### src/rtl/mem_delay_arbiter.sv
// mem_delay_arbiter: round-robin arbiter sharing one memory port between NUM_REQ requesters.
// A programmable number of stall cycles is inserted between arbitration and the memory
// request, so the trace/cache path can be studied under extra memory latency. Only one
// transaction is outstanding at a time.
// Optional: define MEM_DELAY_STATS_EN to add saturating stall_count_o / txn_count_o outputs.
module mem_delay_arbiter #(
    parameter int unsigned NUM_REQ     = 2,
    parameter int unsigned ADDR_WIDTH  = 32,
    parameter int unsigned DATA_WIDTH  = 32,
    parameter int unsigned DELAY_WIDTH = 8
) (
    input  logic                          clk,
    input  logic                          rst_n,
    input  logic [NUM_REQ-1:0]            req_i,
    input  logic [NUM_REQ*ADDR_WIDTH-1:0] addr_i,
    input  logic [NUM_REQ-1:0]            we_i,
    input  logic [NUM_REQ*DATA_WIDTH-1:0] wdata_i,
    output logic [NUM_REQ-1:0]            gnt_o,
    output logic [NUM_REQ-1:0]            rvalid_o,
    output logic [DATA_WIDTH-1:0]         rdata_o,
    input  logic [DELAY_WIDTH-1:0]        delay_cycles_i,
    output logic                          mem_req_o,
    output logic [ADDR_WIDTH-1:0]         mem_addr_o,
    output logic                          mem_we_o,
    output logic [DATA_WIDTH-1:0]         mem_wdata_o,
    input  logic                          mem_gnt_i,
    input  logic                          mem_rvalid_i,
    input  logic [DATA_WIDTH-1:0]         mem_rdata_i,
    output logic                          busy_o
`ifdef MEM_DELAY_STATS_EN
    ,
    output logic [31:0]                   stall_count_o,
    output logic [31:0]                   txn_count_o
`endif
);

    localparam int unsigned IDX_W = (NUM_REQ > 1) ? $clog2(NUM_REQ) : 1;

    typedef enum logic [1:0] {
        StIdle,
        StDelay,
        StIssue,
        StWaitR
    } state_e;

    state_e                  state_q, state_d;
    logic [IDX_W-1:0]        rr_ptr_q, rr_ptr_d;
    logic [IDX_W-1:0]        owner_q, owner_d;
    logic [DELAY_WIDTH-1:0]  counter_q, counter_d;
    logic [ADDR_WIDTH-1:0]   addr_q, addr_d;
    logic                    we_q, we_d;
    logic [DATA_WIDTH-1:0]   wdata_q, wdata_d;

    logic                    pick_valid;
    logic [IDX_W-1:0]        pick_idx;
    logic [IDX_W-1:0]        cand_idx;
    int unsigned             cand;
    logic [IDX_W-1:0]        owner_next;

    // Per-requester views of the flattened address / write-data buses
    logic [ADDR_WIDTH-1:0]   addr_arr  [NUM_REQ];
    logic [DATA_WIDTH-1:0]   wdata_arr [NUM_REQ];

    for (genvar g = 0; g < NUM_REQ; g++) begin : g_unpack
        assign addr_arr[g]  = addr_i[g*ADDR_WIDTH +: ADDR_WIDTH];
        assign wdata_arr[g] = wdata_i[g*DATA_WIDTH +: DATA_WIDTH];
    end

    // Round-robin pick: first set request scanning upward from rr_ptr, wrapping
    always_comb begin
        pick_valid = 1'b0;
        pick_idx   = '0;
        cand       = 0;
        cand_idx   = '0;
        for (int unsigned i = 0; i < NUM_REQ; i++) begin
            cand     = (32'(rr_ptr_q) + i) % NUM_REQ;
            cand_idx = IDX_W'(cand);
            if (!pick_valid && req_i[cand_idx]) begin
                pick_valid = 1'b1;
                pick_idx   = cand_idx;
            end
        end
    end

    assign owner_next = (owner_q == IDX_W'(NUM_REQ - 1)) ? '0 : owner_q + 1'b1;

    // Next-state logic and combinational handshake outputs
    always_comb begin
        state_d   = state_q;
        rr_ptr_d  = rr_ptr_q;
        owner_d   = owner_q;
        counter_d = counter_q;
        addr_d    = addr_q;
        we_d      = we_q;
        wdata_d   = wdata_q;
        mem_req_o = 1'b0;
        gnt_o     = '0;
        rvalid_o  = '0;
        rdata_o   = '0;
        unique case (state_q)
            StIdle: begin
                if (pick_valid) begin
                    owner_d   = pick_idx;
                    addr_d    = addr_arr[pick_idx];
                    we_d      = we_i[pick_idx];
                    wdata_d   = wdata_arr[pick_idx];
                    counter_d = delay_cycles_i;
                    state_d   = (delay_cycles_i != '0) ? StDelay : StIssue;
                end
            end
            StDelay: begin
                // Loaded with D >= 1, so exactly D cycles are spent here and it never wraps
                counter_d = counter_q - 1'b1;
                if (counter_q == DELAY_WIDTH'(1)) begin
                    state_d = StIssue;
                end
            end
            StIssue: begin
                mem_req_o      = 1'b1;
                gnt_o[owner_q] = mem_gnt_i;
                if (mem_gnt_i) begin
                    state_d = StWaitR;
                end
            end
            StWaitR: begin
                rvalid_o[owner_q] = mem_rvalid_i;
                rdata_o           = mem_rdata_i;
                if (mem_rvalid_i) begin
                    rr_ptr_d = owner_next;
                    state_d  = StIdle;
                end
            end
            default: state_d = StIdle;
        endcase
    end

    // State and latched-request registers
    always_ff @(posedge clk or negedge rst_n) begin
        if (!rst_n) begin
            state_q   <= StIdle;
            rr_ptr_q  <= '0;
            owner_q   <= '0;
            counter_q <= '0;
            addr_q    <= '0;
            we_q      <= 1'b0;
            wdata_q   <= '0;
        end else begin
            state_q   <= state_d;
            rr_ptr_q  <= rr_ptr_d;
            owner_q   <= owner_d;
            counter_q <= counter_d;
            addr_q    <= addr_d;
            we_q      <= we_d;
            wdata_q   <= wdata_d;
        end
    end

    assign mem_addr_o  = addr_q;
    assign mem_we_o    = we_q;
    assign mem_wdata_o = wdata_q;
    assign busy_o      = (state_q != StIdle);

`ifdef MEM_DELAY_STATS_EN
    logic [31:0] stall_q;
    logic [31:0] txn_q;

    // Saturating counters of stall cycles and completed responses
    always_ff @(posedge clk or negedge rst_n) begin
        if (!rst_n) begin
            stall_q <= '0;
            txn_q   <= '0;
        end else begin
            if (state_q == StDelay && stall_q != '1) begin
                stall_q <= stall_q + 1'b1;
            end
            if (state_q == StWaitR && mem_rvalid_i && txn_q != '1) begin
                txn_q <= txn_q + 1'b1;
            end
        end
    end

    assign stall_count_o = stall_q;
    assign txn_count_o   = txn_q;
`endif

endmodule

### config.mk
export PLATFORM = sky130hd
export DESIGN_NAME = mem_delay_arbiter
export DESIGN_NICKNAME = d
export VERILOG_FILES = /design/src/rtl/mem_delay_arbiter.sv
export SDC_FILE = /design/constraint.sdc
export NUM_CORES = 1
export LEC_CHECK = 0
export ABC_AREA = 1
export CAP_MARGIN = 20
export CORE_UTILIZATION = 38
export DETAILED_ROUTE_END_ITERATION = 8
export PLACE_DENSITY = 0.81
export SKIP_CTS_REPAIR_TIMING = 1
export SYNTH_ARGS = -nofsm -noshare
export SYNTH_HDL_FRONTEND = slang
export SYNTH_SLANG_ARGS = --single-unit
### constraint.sdc
create_clock -name clk -period 1.7 [get_ports clk]
set_input_delay 0.255 -clock clk [delete_from_list [all_inputs] [get_ports clk]]
set_output_delay 0.255 -clock clk [all_outputs]
set_load 0.03 [all_outputs]
==> results.cfg <==
[finish]
finalNetCount = 1101
syn_to_final_growth_pct = 69.36
final_cells = 1092
fillCellCount = 1001
antenna_cells = 0
final_area_sq_um = 8023
utilization_pct = 66.51
final_layout_size_suffix_gt1_share_pct = 15.04

[pwr]
power_density_nw_per_um2 = 1662
clockPowerShare_pct = 14.9
p_leak_nw = 4.257
ir_worst_vdd_mv = 0.7797
internal-power_mw = 7.258
pwr-share-comb_pct = 60.0
power_frac_seq_pct = 25.1
switching_power_mw = 6.075
swShare_pct = 45.56

[yosys]
avgSynthCellArea_sq_um = 7.460
async_flop_share_pct = 100.0
synth_fp_nets = 817
yosysWarnings = 0
synthTopCellsByArea = dfrtp_1, nand2_1, o211ai_2
synth.top_cell.area_share_pct = 40.68
synth_flop_cell = dfrtp_1
synth_seq_cells = 77
syn_area_sq_um = 4737
synth_edf_count = 0
synth.largest_area_cell = dfrtp_1
yosysUniqueCellTypes = 20
synth_common_cells = nand2_1, inv_1, dfrtp_1, o211ai_2, nor2_1
synth_cells = 635
synth_most_common_cell = nand2_1
ys_seq_area_share_pct = 40.68

[critical_path]
worstSetupPathType = reg -> out
critPathSlowestCell = dfrtp_1
reg2reg_to = counter_q[6]$_DFFE_PN0P_
path_cells = inv_1, ha_1, buf_4, inv_1, nor3_2, buf_4
cp-end-kind = primary output
cp_slowest_stage_delay_ns = 0.41
r2r_setup_slack_ns = 0.14
critPathArrivalTime_ns = 1.54
r2r-start = state_q[0]$_DFFE_PN0P_
startpoint_type = flip-flop
reg2reg_depth = 8
worst-path-max-fanout = 4
worst-endpoint-required_ns = 1.44

[routing]
drtIter0Drc = 246
drc_errors = 0
vias = 5019
wl_per_cell_microns = 13.47
totalWireLength_microns = 14710
routed_via_density = 4.596
drtPass1Iterations = 4
ant_nets = 0

[place]
io_buffers = 278
gp_congestion = 0.8571
dp.cells = 1075
dp_hpwl_microns = 11070
place_area_sq_um = 7677

[run_status]
violations = negative setup slack
status = finished, violations left

[floorplan]
fp.dieW_microns = 113.7
placeableCoreArea_sq_um = 12060
die-area_sq_um = 12920
rows = 40
io_pins = 279
start_util_pct = 39.27
die_height_microns = 113.7

[clock_tree]
cts.sinks = 77
cts_root_buf = clkbuf_16
clkTransAtPathRegs_ns = 0.06
ctsHtreeMaxLevel = 3
clk_latency_ns = 0.33
cts_buffers = 9
cts_tree = yes
cts_buffer_depth = 2

[timing]
rsz0062_at_grt = yes
hold_viol = 0
min_period_ns = 1.792
finalSetupTns_ns = -1.110
slew_headroom_pct = 75.44
drv_slew = 0
tightest_slew_ns = 0.3672
fmax_mhz = 558.1
fin_ws_ns = -0.09179
fin_skew_ns = 0.005602
setup-violations-final = 33
period_share_pct = 105.4

[global_routing]
overflow = 0
grt_max_degree = 60
grt_pass1_wl_microns = 22680
grt_pass1_vias = 4786
grt_antenna_before_repair = 0
grt.total_usage_pct = 22.54

[min_path]
worst_hold_path_type = in -> async

[run]
drv_cap = 0
-- worst max path at each step --
stage	startpoint	end	slack (ns)
after floorplan	state_q[0]$_DFFE_PN0P_	gnt_o[0]	-0.16
after global placement	req_i[1]	mem_wdata_o[1]$_DFFE_PN0P_	0.003
after detailed placement	req_i[1]	mem_wdata_o[3]$_DFFE_PN0P_	-0.02
after CTS	state_q[0]$_DFFE_PN0P_	mem_req_o	-0.26
after global routing	state_q[0]$_DFFE_PN0P_	gnt_o[1]	-0.17
final	state_q[0]$_DFFE_PN0P_	gnt_o[1]	-0.09
-- placed cells by master (no fill, tap or decap) --
cell,n
nand2_1,276
clkdlybuf4s50_1,237
inv_1,115
dfrtp_1,77
buf_4,59
o211ai_2,50
nor2_1,26
o211ai_1,15
o21ai_0,13
nand3_1,10
clkbuf_16,9
ha_1,6
buf_12,6
nand2_2,3
nand4_1,3
dlymetal6s2s_1,3
nor3_2,2
a21oi_1,2
clkinvlp_4,2
clkbuf_8,2
clkinv_1,1
nand2_4,1
inv_2,1
bufinv_16,1
clkinv_4,1
clkinv_2,1
dlygate4sd3_1,1
buf_6,1
-- logic make-up (layout without fill, tap and decap cells) --
group	count (synthesis)	count (layout)	synth area share (%)
flip-flops	77	77	40.68
adder cells (fa/ha/maj)	6	6	1.585
buffers and inverters	151	440	14.50
AND/OR/NAND/NOR	321	321	26.07
AO/OA/AOI/OAI	80	80	17.17
-- cell type report --
cell class	instances	area, sq um	share of cell area [%]
flip-flops and latches	77	1927	24.02
repair buffers	307	2994	37.32
inverters	117	439.2	5.474
well taps	168	210.2	2.620
multi-input cells	407	2141	26.68
clock buffers	11	252.7	3.150
clock inverters	5	58.81	0.7330
-- per-stage QoR --
stage	hold WS [ns]	power, mW	setup WS, ns
after detailed placement	0.1904	11.38	-0.01895
after floorplan	-0.04059	8.304	-0.1553
after global placement	0.1956	11.27	0.002788
after global routing	0.4062	14.24	-0.1748
after CTS	-0.1731	13.41	-0.2615
final	0.3767	13.33	-0.09179
-- layer usage --
metal	wire length [microns]	global-route usage, %	up-vias	share of wire [%]
li1	-	-	2514	-
met1	5914	25.20	2247	40
met2	7268	40.61	226	49
met3	1067	4.729	32	7.3
met4	462	11.14	0	3.1
met5	0	0	-	0
-- power by group through the flow --
stage               combinational (mW)  sequential [mW]  clock [mW]
floorplan                         3.46             4.84           0
global placement                  7.91             3.36           0
detailed placement                8.02             3.36           0
CTS                               8.04             3.35        2.03
global route                      8.68             3.45        2.11
finish                            7.99             3.35        1.99
-- state kept, by name (all words and copies together) (netlist names) --
signal,flops
counter_q,8
mem_addr_o,32
mem_wdata_o,32
mem_we_o,1
owner_q,1
rr_ptr_q,1
state_q,2
-- critical path: cells and delay by family (launching register included) --
| kind | cells | cell delay, ns |
|---|---|---|
| fa+ha+maj | 1 | 0.17 |
| flops | 1 | 0.41 |
| buf+inv | 4 | 0.48 |
| simple gates | 1 | 0.15 |
Power figures use the tool's default switching activity.
